<file path="config.mk">
export PLATFORM = sky130hd
export DESIGN_NAME = serial_tx_arbiter_flat
export DESIGN_NICKNAME = d
export VERILOG_FILES = /design/src/rtl/serial_tx_arbiter_if.sv /design/src/rtl/serial_tx_arbiter.sv /design/src/flat_wrapper.sv
export SDC_FILE = /design/constraint.sdc
export NUM_CORES = 1
export LEC_CHECK = 0
export BUFFER_PORTS_ARGS = -buffer_cell sky130_fd_sc_hd__buf_4
export CAP_MARGIN = 10
export CORE_MARGIN = 10
export CORE_UTILIZATION = 40
export CTS_BUF_LIST = sky130_fd_sc_hd__clkbuf_8
export DETAILED_ROUTE_END_ITERATION = 7
export PLACE_DENSITY = 0.69
export SLEW_MARGIN = 20
export SYNTH_ARGS = -nofsm -noshare
export SYNTH_HDL_FRONTEND = slang
export SYNTH_SLANG_ARGS = --single-unit
</file>
<file path="constraint.sdc">
create_clock -name clk_i -period 3.85 [get_ports clk_i]
set_clock_uncertainty 0.15 [all_clocks]
set_input_delay 0.9625 -clock clk_i [delete_from_list [all_inputs] [get_ports clk_i]]
set_output_delay 0.9625 -clock clk_i [all_outputs]
set_load 0.005 [all_outputs]
</file>
<file path="src/rtl/serial_tx_arbiter_if.sv">
// rtl/serial_tx_arbiter_if.sv - requester/serializer bundle around serial_tx_arbiter
// Signal suffixes are from the arbiter's point of view.
interface serial_tx_arbiter_if #(
  parameter int DATA_WIDTH = 8,
  parameter int NUM_REQ    = 4
);
  localparam int IDW = (NUM_REQ > 1) ? $clog2(NUM_REQ) : 1;

  logic [NUM_REQ-1:0]            req_valid_i;
  logic [NUM_REQ*DATA_WIDTH-1:0] req_data_i;
  logic [NUM_REQ-1:0]            req_last_i;
  logic [NUM_REQ-1:0]            req_ready_o;
  logic [DATA_WIDTH-1:0]         ser_data_o;
  logic                          ser_valid_o;
  logic                          ser_ready_i;
  logic [IDW-1:0]                ser_id_o;
  logic                          ser_last_o;
  logic                          busy_o;

  modport slave (
    input  req_valid_i, req_data_i, req_last_i, ser_ready_i,
    output req_ready_o, ser_data_o, ser_valid_o, ser_id_o, ser_last_o, busy_o
  );

  modport master (
    output req_valid_i, req_data_i, req_last_i, ser_ready_i,
    input  req_ready_o, ser_data_o, ser_valid_o, ser_id_o, ser_last_o, busy_o
  );
endinterface

</file>
<file path="src/rtl/serial_tx_arbiter.sv">
// rtl/serial_tx_arbiter.sv - packet round-robin arbiter feeding the serializer
// Grant is held for a whole packet; words pass through a one-entry output register.
module serial_tx_arbiter #(
  parameter int DATA_WIDTH = 8,
  parameter int NUM_REQ    = 4,
  localparam int IDW       = (NUM_REQ > 1) ? $clog2(NUM_REQ) : 1
) (
  input  logic                clk_i,
  input  logic                rst_n_i,
  serial_tx_arbiter_if.slave  bus
);
  typedef enum logic {IDLE, LOCK} state_e;

  state_e                state_q, state_d;
  logic [IDW-1:0]        rr_ptr_q, rr_ptr_d;
  logic [IDW-1:0]        owner_q, owner_d;
  logic                  ser_valid_q, ser_valid_d;
  logic [DATA_WIDTH-1:0] ser_data_q, ser_data_d;
  logic [IDW-1:0]        ser_id_q, ser_id_d;
  logic                  ser_last_q, ser_last_d;

  logic                  buf_free;
  logic                  found;
  logic                  accept;
  logic                  sel_last;
  logic [IDW-1:0]        win;
  logic [IDW-1:0]        cand;
  logic [IDW-1:0]        sel;
  logic [IDW-1:0]        sel_next;
  logic [NUM_REQ-1:0]    grant;
  logic [DATA_WIDTH-1:0] sel_data;

  always_ff @(posedge clk_i or negedge rst_n_i) begin
    if (!rst_n_i) begin
      state_q     <= IDLE;
      rr_ptr_q    <= '0;
      owner_q     <= '0;
      ser_valid_q <= 1'b0;
      ser_data_q  <= '0;
      ser_id_q    <= '0;
      ser_last_q  <= 1'b0;
    end else begin
      state_q     <= state_d;
      rr_ptr_q    <= rr_ptr_d;
      owner_q     <= owner_d;
      ser_valid_q <= ser_valid_d;
      ser_data_q  <= ser_data_d;
      ser_id_q    <= ser_id_d;
      ser_last_q  <= ser_last_d;
    end
  end

  always_comb begin
    buf_free = !ser_valid_q || bus.ser_ready_i;

    // Round-robin search starting at rr_ptr, wrapping modulo NUM_REQ.
    found = 1'b0;
    win   = '0;
    cand  = '0;
    for (int k = 0; k < NUM_REQ; k++) begin
      cand = IDW'((int'(rr_ptr_q) + k) % NUM_REQ);
      if (!found && bus.req_valid_i[cand]) begin
        found = 1'b1;
        win   = cand;
      end
    end

    sel      = (state_q == LOCK) ? owner_q : win;
    grant    = '0;
    sel_data = '0;
    sel_last = 1'b0;
    for (int i = 0; i < NUM_REQ; i++) begin
      if (IDW'(i) == sel) begin
        grant[i] = 1'b1;
        sel_data = bus.req_data_i[i*DATA_WIDTH +: DATA_WIDTH];
        sel_last = bus.req_last_i[i];
      end
    end
    if (state_q == IDLE && !found) grant = '0;

    // Gating with rst_n_i keeps ready low for the whole reset, not just after the flops clear.
    bus.req_ready_o = (rst_n_i && buf_free) ? grant : '0;
    accept          = |(bus.req_ready_o & bus.req_valid_i);
    sel_next        = IDW'((int'(sel) + 1) % NUM_REQ);

    state_d     = state_q;
    rr_ptr_d    = rr_ptr_q;
    owner_d     = owner_q;
    ser_valid_d = ser_valid_q;
    ser_data_d  = ser_data_q;
    ser_id_d    = ser_id_q;
    ser_last_d  = ser_last_q;

    if (accept) begin
      ser_valid_d = 1'b1;
      ser_data_d  = sel_data;
      ser_id_d    = sel;
      ser_last_d  = sel_last;
      if (sel_last) begin
        state_d  = IDLE;
        rr_ptr_d = sel_next;
      end else begin
        state_d = LOCK;
        owner_d = sel;
      end
    end else if (bus.ser_ready_i) begin
      ser_valid_d = 1'b0;
    end
  end

  assign bus.ser_valid_o = ser_valid_q;
  assign bus.ser_data_o  = ser_data_q;
  assign bus.ser_id_o    = ser_id_q;
  assign bus.ser_last_o  = ser_last_q;
  assign bus.busy_o      = (state_q == LOCK) || ser_valid_q;
endmodule

</file>
<file path="src/flat_wrapper.sv">
// flat-port wrapper written by rule: the top's interface ports become plain ports
module serial_tx_arbiter_flat 
#(
  parameter int DATA_WIDTH = 8,
  parameter int NUM_REQ    = 4,
  localparam int IDW       = (NUM_REQ > 1) ? $clog2(NUM_REQ) : 1
)
  (clk_i, rst_n_i, bus_req_valid_i, bus_req_data_i, bus_req_last_i, bus_ser_ready_i, bus_req_ready_o, bus_ser_data_o, bus_ser_valid_o, bus_ser_id_o, bus_ser_last_o, bus_busy_o);
  serial_tx_arbiter_if #(.DATA_WIDTH(DATA_WIDTH), .NUM_REQ(NUM_REQ)) bus_i ();
  input  logic clk_i;
  input  logic rst_n_i;
  input wire logic [$bits(bus_i.req_valid_i)-1:0] bus_req_valid_i;
  input wire logic [$bits(bus_i.req_data_i)-1:0] bus_req_data_i;
  input wire logic [$bits(bus_i.req_last_i)-1:0] bus_req_last_i;
  input wire logic [$bits(bus_i.ser_ready_i)-1:0] bus_ser_ready_i;
  output wire logic [$bits(bus_i.req_ready_o)-1:0] bus_req_ready_o;
  output wire logic [$bits(bus_i.ser_data_o)-1:0] bus_ser_data_o;
  output wire logic [$bits(bus_i.ser_valid_o)-1:0] bus_ser_valid_o;
  output wire logic [$bits(bus_i.ser_id_o)-1:0] bus_ser_id_o;
  output wire logic [$bits(bus_i.ser_last_o)-1:0] bus_ser_last_o;
  output wire logic [$bits(bus_i.busy_o)-1:0] bus_busy_o;
  assign bus_i.req_valid_i = bus_req_valid_i;
  assign bus_i.req_data_i = bus_req_data_i;
  assign bus_i.req_last_i = bus_req_last_i;
  assign bus_i.ser_ready_i = bus_ser_ready_i;
  assign bus_req_ready_o = bus_i.req_ready_o;
  assign bus_ser_data_o = bus_i.ser_data_o;
  assign bus_ser_valid_o = bus_i.ser_valid_o;
  assign bus_ser_id_o = bus_i.ser_id_o;
  assign bus_ser_last_o = bus_i.ser_last_o;
  assign bus_busy_o = bus_i.busy_o;
  serial_tx_arbiter #(.DATA_WIDTH(DATA_WIDTH), .NUM_REQ(NUM_REQ)) u_core (.clk_i(clk_i), .rst_n_i(rst_n_i), .bus(bus_i));
endmodule
</file>
Word level (Yosys, flattened, before mapping)
Index checks and enable logic that the tools add are counted.
{"block": "classes", "n_addsub": 4, "magnitude_cmp": 4, "eq_ne": 3, "mux": 34, "bitwise_logic": 3, "n_reduce_logical": 17}
{"cell": "$mux 8", "count": 4}
{"cell": "$mux 1", "count": 19}
{"cell": "$lt 2x3->1 const B", "count": 4}
{"cell": "$mux 2", "count": 5}
{"cell": "$bmux 1 s2", "count": 4}
{"cell": "$mux 4", "count": 2}
{"cell": "$logic_and 1x1->1", "count": 5}
{"cell": "$logic_not 1->1", "count": 5}
{"cell": "$add 2x1->2 const B", "count": 2}
{"cell": "$add 2x2->2 const B", "count": 2}
{"cell": "$and 4x4->4", "count": 1}
{"cell": "$eq 2x2->1 const A", "count": 2}
{"cell": "$reduce_and 2->1", "count": 2}
{"cell": "$reduce_or 4->1", "count": 1}
{"cell": "$eq 1x2->1 const A", "count": 1}
{"cell": "$logic_not 2->1", "count": 1}
{"cell": "$logic_or 1x1->1", "count": 2}
{"cell": "$not 1->1", "count": 2}
{"cell": "$reduce_bool 2->1", "count": 1}
{"block": "totals", "register_bits": 17, "input_bits": 43, "out_inout_bits": 17}

Longest topological paths before layout
Gate-level depths: netlist of the first run.
{"block": "depth", "depth_word": 20, "mapped_depth": 12}

Worst setup path after synthesis of the first run
Ideal clock, no wire load.
{"block": "synth_path", "path_kind": "input to output", "start": "input port bus_req_valid_i[1]", "end": "output port bus_req_ready_o[2]", "t_arrival_ns": 2.656, "path_slack_ns": 0.082, "stages": 8, "path_buffers": 1, "cell_sequence": "mux2_2 -> o221ai_2 -> o21ai_0 -> inv_1 -> ha_1 -> clkbuf_1 -> clkinv_1 -> nor2_1"}
{"block": "synth_between", "elab_chain_len": 17}
{"element": "start, declared", "line_no": "flat_wrapper.sv:12", "text": "input wire logic [$bits(bus_i.req_valid_i)-1:0] bus_req_valid_i;"}
{"element": "$bmux 1 s2", "line_no": "serial_tx_arbiter.sv:62", "text": "if (!found && bus.req_valid_i[cand]) begin"}
{"element": "$mux 1 (not written as such)", "line_no": "serial_tx_arbiter.sv:62"}
{"element": "$mux 1", "line_no": "serial_tx_arbiter.sv:62"}
{"element": "$logic_not 1->1", "line_no": "serial_tx_arbiter.sv:62"}
{"element": "$logic_and 1x1->1", "line_no": "serial_tx_arbiter.sv:62"}
{"element": "$mux 1", "line_no": "serial_tx_arbiter.sv:62"}
{"element": "$logic_not 1->1", "line_no": "serial_tx_arbiter.sv:62"}
{"element": "$logic_and 1x1->1", "line_no": "serial_tx_arbiter.sv:62"}
{"element": "$mux 1", "line_no": "serial_tx_arbiter.sv:62"}
{"element": "$logic_not 1->1", "line_no": "serial_tx_arbiter.sv:62"}
{"element": "$logic_and 1x1->1", "line_no": "serial_tx_arbiter.sv:62"}
{"element": "$mux 2", "line_no": "serial_tx_arbiter.sv:62"}
{"element": "$mux 2", "line_no": "serial_tx_arbiter.sv:68", "text": "sel = (state_q == LOCK) ? owner_q : win;"}
{"element": "$eq 2x2->1", "line_no": "serial_tx_arbiter.sv:73", "text": "if (IDW'(i) == sel) begin"}
{"element": "$mux 1", "line_no": "serial_tx_arbiter.sv:73"}
{"element": "$mux 4 (*)", "line_no": "serial_tx_arbiter.sv:79", "text": "if (state_q == IDLE && !found) grant = '0;"}
{"element": "$mux 4 (*)", "line_no": "serial_tx_arbiter.sv:82", "text": "bus.req_ready_o = (rst_n_i && buf_free) ? grant : '0;"}
{"element": "end, declared", "line_no": "flat_wrapper.sv:16", "text": "output wire logic [$bits(bus_i.req_ready_o)-1:0] bus_req_ready_o;"}
Every way passes the cells marked *; elsewhere a longest branch is shown, timed or not. The select of a mux whose other input is x is not followed.

Worst setup path in the final report of the first run
{"block": "layout_path", "start": "input port bus_req_valid_i[0]", "end": "output port bus_req_ready_o[3]"}
Same word-level chain as after synthesis.

==> metrics.md, run 1 <==
| Metric | Value |
|---|---|
| Layout cells sized above 1 | 34.0% |
| Top Ports | 60 |
| Fin cells | 290 |
| Hold path depth | 1 |
| Syn avg cell area | 7.77 um2 |
| Buf/Inv on CP | 3 |
| RR Startpoint | u_core.rr_ptr_q[1]$_DFFE_PN0P_ |
| Syn Inst Count | 179 |
| Hold endpoint | u_core.bus.ser_id_o[0]$_DFFE_PN0P_ |
| Post-synth EDFFs | 0 |
| Fin. Hold Viols | 0 |
| Met2 usage | 22.6% |
| Critical path launch point type | input pin |
| CTS tree | built |
| Synth warn | 0 |
| Busiest layer in global routing | met2 |
| Most common cell after layout, fill and taps aside | buf_4 |
| Kind of critical path | input pin to output port |
| Root Driver | clkbuf_8 |
| Final setup TNS | 0 ps |
| Final net count | 291 |
| Syn Std Cell Area | 1390 um2 |
| Post-CTS Hold Buffers | 0 |
| Status | complete, no violations |
| Most frequent cells in the layout | buf_4, nor2_1, o21ai_0, dfrtp_1, a21oi_1 |
| Worst reg2reg path depth | 10 |
| Pre-antenna DRT Iters | 4 |
| DP HPWL | 3590 um |
| Final Max Slew Viols | 0 |
| Setup Fix Bufs, Post-CTS | 0 |
| Final setup fails | 0 |
| Hold/Removal Path Class | flop to flop |
| Period utilization | 94.8% |
| Reg2reg setup slack | 700 ps |
| Cts repair resizes | 0 |
| Clock sink count | 17 |
| Total number of vias | 1,488 |
| Vias in the first global route | 1,480 |
| Fmax | 274 MHz |
| Placement Rows | 21 |
| GR Util met1 | 17.7% |
| First-pass GRT wire length | 7160 um |
| Critical Path AT | 2540 ps |
| Post-Place Cells | 286 |
| Cell mode on critical path | buf_4 |
| Worst path max stage delay | 500 ps |
| DR WL/cell | 15.0 um |
| WP data required | 2740 ps |
| Synth top area cells | dfrtp_1, o21ai_0, a21oi_1 |
| Top FF cell, synth | dfrtp_1 |
| Initial antenna violation count | 0 |
| ANT nets after route | 0 |
| Initial core utilization | 41.7% |
| Clock latency on the worst-skew pair | 240 ps |
| Max_cap viols | 0 |
| Syn_nets | 225 |
| CTS Buf Count | 3 |
| Worst VDD drop | 0.000400 V |
| Worst hold slack | 339 ps |
| Critical-path maximum fanout | 6 |
| RR Endpoint | u_core.owner_q[0]$_DFFE_PN0P_ |
| Largest net degree at the start of global routing | 21 |
| Routability Congestion | 0.885 |
| Post-synth top area cell | dfrtp_1 |
| Cell Chain, Critical Path | buf_4, a21boi_0, o221ai_2, buf_4, or4_4, a21oi_1, buf_4 |
| Slew @ Worst Pin | 505 ps |
| PwrDens | 793 nW/um2 |
| Crit path time final | 3650 ps |
| Iteration-0 DRC Markers | 101 |
| Routed WL | 4350 um |
| Async set-or-reset flop fraction in the synthesized netlist | 100% |
| Die area | 6230 um2 |
| LEAKAGE | 0.936 nW |
| Die height | 79.0 um |
| PortBufs | 59 |
| H-tree depth | 1 |
| Top delay family on crit path | compound AO/OA/AOI/OAI gates |
| Layout overhead on the synthesized area | 42.1% |
| CP endpoint kind | output port |
| Max-slew headroom | 66.3% |
| Met3 usage | 3.38% |
| CTS Buffer Depth | 2 |
| Hold Crit Start | u_core.bus.ser_id_o[0]$_DFFE_PN0P_ |
| Number of synthesized register bits | 17 |
| Register area share after synthesis | 30.6% |
| Grt total ovfl | 0 |
| Area of the core | 3340 um2 |
| RSZ-0062 raised after global routing | no |
| Vias per cell | 5.13 |
| Top cell type's share of synthesized area | 30.6% |
| Die W | 79.0 um |
| Post-route DRC violation count | 0 |
| Antenna cells | 0 |
| Total global-route track usage | 13.7% |
| Distinct cells, synth | 46 |
| Levels on crit path | 7 |
| Slowest stage cell, crit path | or4_4 |
| Reg clk slew, reported paths | 60 ps |
==> state kept, by name (all words and copies together), names as in the netlist <==
name	count
u_core.state_q	1
u_core.bus.ser_valid_o	1
u_core.bus.ser_last_o	1
u_core.bus.ser_data_o	8
u_core.owner_q	2
u_core.bus.ser_id_o	2
u_core.rr_ptr_q	2
==> cell families (layout without fill, tap and decap cells) <==
| kind of cell | after synthesis | in the layout | synth area share [%] |
|---|---|---|---|
| compound gates | 67 | 67 | 32.4 |
| fa+ha+maj | 3 | 3 | 2.70 |
| buf+inv | 24 | 89 | 7.74 |
| flops | 17 | 17 | 30.6 |
| mux | 4 | 4 | 3.06 |
| simple gates | 64 | 64 | 23.5 |
==> cell usage after synthesis, types with 2 or more instances <==
master / instances
a211oi_1: 2
a21o_1: 2
a21oi_1: 15
a31oi_1: 9
and2_1: 2
buf_2: 2
buf_6: 2
clkbuf_1: 7
dfrtp_1: 17
ha_1: 3
inv_1: 12
mux2_2: 2
mux2i_1: 2
nand2_1: 12
nand2b_1: 3
nand3_1: 13
nor2_1: 18
nor2b_1: 3
nor4_1: 2
o21a_1: 8
o21ai_0: 17
o31ai_1: 2
==> area by class of cell <==
| class | instances | area, um2 |
|---|---|---|
| Sequential cell | 17 | 425 |
| Clock inverter | 1 | 5.00 |
| Tap cell | 46 | 57.6 |
| Timing Repair Buffer | 72 | 541 |
| Inverter | 13 | 48.8 |
| Multi-Input combinational cell | 138 | 857 |
| Fill cell | 326 | 1360 |
| Clock buffer | 3 | 41.3 |
==> through the flow <==
step | cell area (um2) | total power, mW | worst slack (ps) | utilization [%]
detailed placement | 1930 | 1.44 | 172 | 57.8
CTS | 1980 | 1.58 | 196 | 59.2
global placement | 1930 | 1.43 | 189 | 57.8
global route | 1980 | 1.73 | 67.3 | 59.2
finish | 1980 | 1.57 | 200 | 59.2
floorplan | 1390 | 1.03 | 81.6 | -
==> worst max-delay path by stage <==
stage                               endpoint  slack, ps                from
2_1_floorplan             bus_req_ready_o[2]         80  bus_req_valid_i[1]
3_3_place_gp   u_core.owner_q[0]$_DFFE_PN0P_        190  bus_req_valid_i[0]
3_5_place_dp   u_core.owner_q[0]$_DFFE_PN0P_        170  bus_req_valid_i[0]
4_1_cts                   bus_req_ready_o[3]        200  bus_req_valid_i[0]
5_1_grt                   bus_req_ready_o[1]         70  bus_req_valid_i[0]
6_report                  bus_req_ready_o[3]        200  bus_req_valid_i[0]
==> metal layers <==
metal	vias to the layer above	part of all wire [%]
li1	782	-
met1	670	45
met2	34	49
met3	2	5.6
met4	0	0.57
met5	-	0
==> power by group <==
part           total [mW]  switching (mW)  internal (mW)
combinational        1.07           0.537          0.537
sequential          0.361          0.0900          0.270
clock               0.133          0.0609         0.0717
total                1.57           0.688          0.879
==> worst register-to-register path, delay by kind of cell, from the launching register on <==
kind            cells  cell delay (ps)
compound gates      5              900
fa+ha+maj           1              230
buf+inv             2              390
flops               1              480
mux                 1              400
simple gates        1              500
(Power assumes the default switching activity.)
==> inputs of run 2 (changes only) <==
--- a/config.mk
+++ b/config.mk
@@ -7,7 +7,7 @@
 export LEC_CHECK = 0
 export BUFFER_PORTS_ARGS = -buffer_cell sky130_fd_sc_hd__buf_4
 export CAP_MARGIN = 10
-export CORE_MARGIN = 10
+export CORE_MARGIN = 3
 export CORE_UTILIZATION = 40
 export CTS_BUF_LIST = sky130_fd_sc_hd__clkbuf_8
 export DETAILED_ROUTE_END_ITERATION = 7
==> constraint.sdc (replaced) <==
create_clock -name clk_i -period 3.8 [get_ports clk_i]
set_clock_uncertainty 0.15 [all_clocks]
set_input_delay 0.95 -clock clk_i [delete_from_list [all_inputs] [get_ports clk_i]]
set_output_delay 0.95 -clock clk_i [all_outputs]
set_load 0.005 [all_outputs]
==> run 2 against run 1 <==
  * Count of clock-buffer cells in the layout unchanged
  * First-iteration DRC count grew 18%
  * Sequential share of layout area decreased by 0.11 points
  * Highest routed layer unchanged
  * Setup slack lost 110 ps
  * Hold slack got worse by 6.8 ps
  * Routed wire length shrank 3.7%
==> metrics.md, run 2 (synthesized netlist as in run 1, its figures left out) <==
| Metric | Value |
|---|---|
| H-tree depth | 1 |
| Kind of critical path | input pin to output port |
| Flop pwr share | 22.7% |
| Largest net degree at the start of global routing | 25 |
| Final Max Slew Viols | 0 |
| Status | complete, no violations |
| Area of the core | 3180 um2 |
| Logic pwr share | 69.0% |
| Max-slew headroom | 64.6% |
| Crit path time final | 3710 ps |
| Slew @ Worst Pin | 531 ps |
| PortBufs | 59 |
| DP HPWL | 3300 um |
| Root Driver | clkbuf_8 |
| Clock latency on the worst-skew pair | 250 ps |
| Vias per cell | 5.38 |
| Fin. Hold Viols | 0 |
| Reg clk slew, reported paths | 70 ps |
| CP endpoint kind | output port |
| Clock group share of total power | 8.3% |
| Top Ports | 60 |
| Reg2reg setup slack | 520 ps |
| Total number of vias | 1,549 |
| Die height | 65.0 um |
| CTS Buffer Depth | 2 |
| Die W | 65.0 um |
| Hold endpoint | u_core.bus.ser_id_o[0]$_DFFE_PN0P_ |
| CTS tree | built |
| Layout cells sized above 1 | 34.0% |
| Die area | 4220 um2 |
| Critical path launch point type | input pin |
| Max FFs per register | 8 |
| RSZ-0062 raised after global routing | no |
| Fmax | 269 MHz |
| Dpl ws | -21.0 ps |
| Antenna cells | 0 |
| First-pass GRT wire length | 7020 um |
| Initial core utilization | 43.7% |
| Most frequent cells in the layout | buf_4, nor2_1, dfrtp_1, o21ai_0, a21oi_1 |
| DR WL/cell | 14.5 um |
| Clock sink count | 17 |
| Routed WL | 4190 um |
| Final setup fails | 0 |
| ANT nets after route | 0 |
| Max_cap viols | 0 |
| Vias in the first global route | 1,550 |
| Worst VDD drop | 0.000500 V |
| Grt total ovfl | 0 |
| Register area | 425 um2 |
| Post-CTS Hold Buffers | 0 |
| Placement Rows | 20 |
| Hold/Removal Path Class | flop to flop |
| Final Instance Area | 1990 um2 |
| LEAKAGE | 0.939 nW |
| Critical Path AT | 2610 ps |
| Psw | 0.717 mW |
| RR Endpoint | u_core.rr_ptr_q[1]$_DFFE_PN0P_ |
| Pre-antenna DRT Iters | 4 |
| Setup slack after layout | 86.4 ps |
| Worst reg2reg path depth | 10 |
| Total global-route track usage | 20.9% |
| Initial antenna violation count | 0 |
| Critical-path maximum fanout | 6 |
| Layout overhead on the synthesized area | 42.8% |
| Iteration-0 DRC Markers | 119 |
| Final core occ | 62.5% |
| Int Pwr | 0.911 mW |
| Hold path depth | 1 |
| Post-DP Area | 1930 um2 |
| WP data required | 2700 ps |
| Hold Crit Start | u_core.bus.ser_id_o[0]$_DFFE_PN0P_ |
| Routability Congestion | 0.882 |
| Multi-input gate area | 857 um2 |
| Most common cell after layout, fill and taps aside | buf_4 |
| Final net count | 291 |
| RR Startpoint | u_core.rr_ptr_q[1]$_DFFE_PN0P_ |
| Period utilization | 97.7% |
| CTS Buf Count | 3 |
| Switching Share | 44.1% |
| Fill cells | 304 |
| PwrDens | 820 nW/um2 |
| Post-route DRC violation count | 0 |
-- run 2: cell counts in the layout (fill, tap and decap cells not counted) --
Identical to the previous run, type by type.
-- run 2: power by group through the flow --
| stage | sequential (mW) | combinational [mW] | clock (mW) |
|---|---|---|---|
| 6_report | 0.369 | 1.12 | 0.135 |
| 5_1_grt | 0.383 | 1.25 | 0.143 |
| 4_1_cts | 0.366 | 1.11 | 0.136 |
| 3_5_place_dp | 0.370 | 1.10 | 0 |
| 3_3_place_gp | 0.366 | 1.09 | 0 |
| 2_1_floorplan | 0.345 | 0.701 | 0 |
-- run 2: layer usage --
metal,global-route usage [%],up-vias,wire length (um)
li1,-,780,-
met1,28.2,698,1910
met2,34.5,69,1890
met3,3.12,2,357
met4,5.80,0,27
met5,0,-,0
-- run 2: critical path, cell delays in order --
cell	delay (ps)
buf_4	130
a21boi_0	340
o221ai_2	180
buf_4	180
or4_4	510
a21oi_1	180
buf_4	140
-- run 2: stage by stage --
| stage | hold slack, ps | power, mW | TNS, ps | cells |
|---|---|---|---|---|
| global placement | 339 | 1.46 | 0 | 283 |
| floorplan | 323 | 1.05 | 0 | 179 |
| CTS | 340 | 1.61 | 0 | 287 |
| global route | 370 | 1.78 | 0 | 288 |
| detailed placement | 323 | 1.47 | -21.0 | 283 |
| finish | 333 | 1.63 | 0 | 288 |
-- run 2: final cells by class --
class	count	share of cell area [%]
clock inverter	1	0.252
sequential	17	21.4
inverter	13	2.46
tap	44	2.77
timing repair buffer	72	27.9
clock buffer	3	2.08
multi-input combinational	138	43.2
-- run 2: worst max path at each step --
stage / slack, ps / cells after the start / to / from
floorplan: 60 / 8 / bus_req_ready_o[2] / bus_req_valid_i[1]
global placement: 160 / 11 / u_core.rr_ptr_q[1]$_DFFE_PN0P_ / bus_req_valid_i[0]
detailed placement: -20 / 11 / u_core.rr_ptr_q[1]$_DFFE_PN0P_ / bus_req_valid_i[0]
CTS: 110 / 7 / bus_req_ready_o[3] / bus_req_valid_i[0]
global route: 30 / 7 / bus_req_ready_o[3] / bus_req_valid_i[0]
finish: 90 / 7 / bus_req_ready_o[3] / bus_req_valid_i[0]
-- run 2: timing repair --
action	in CTS	in global routing
endpoints found under the hold margin	0	0
setup endpoints to repair	0	4
buffers inserted	0	1
gates resized for setup	0	1
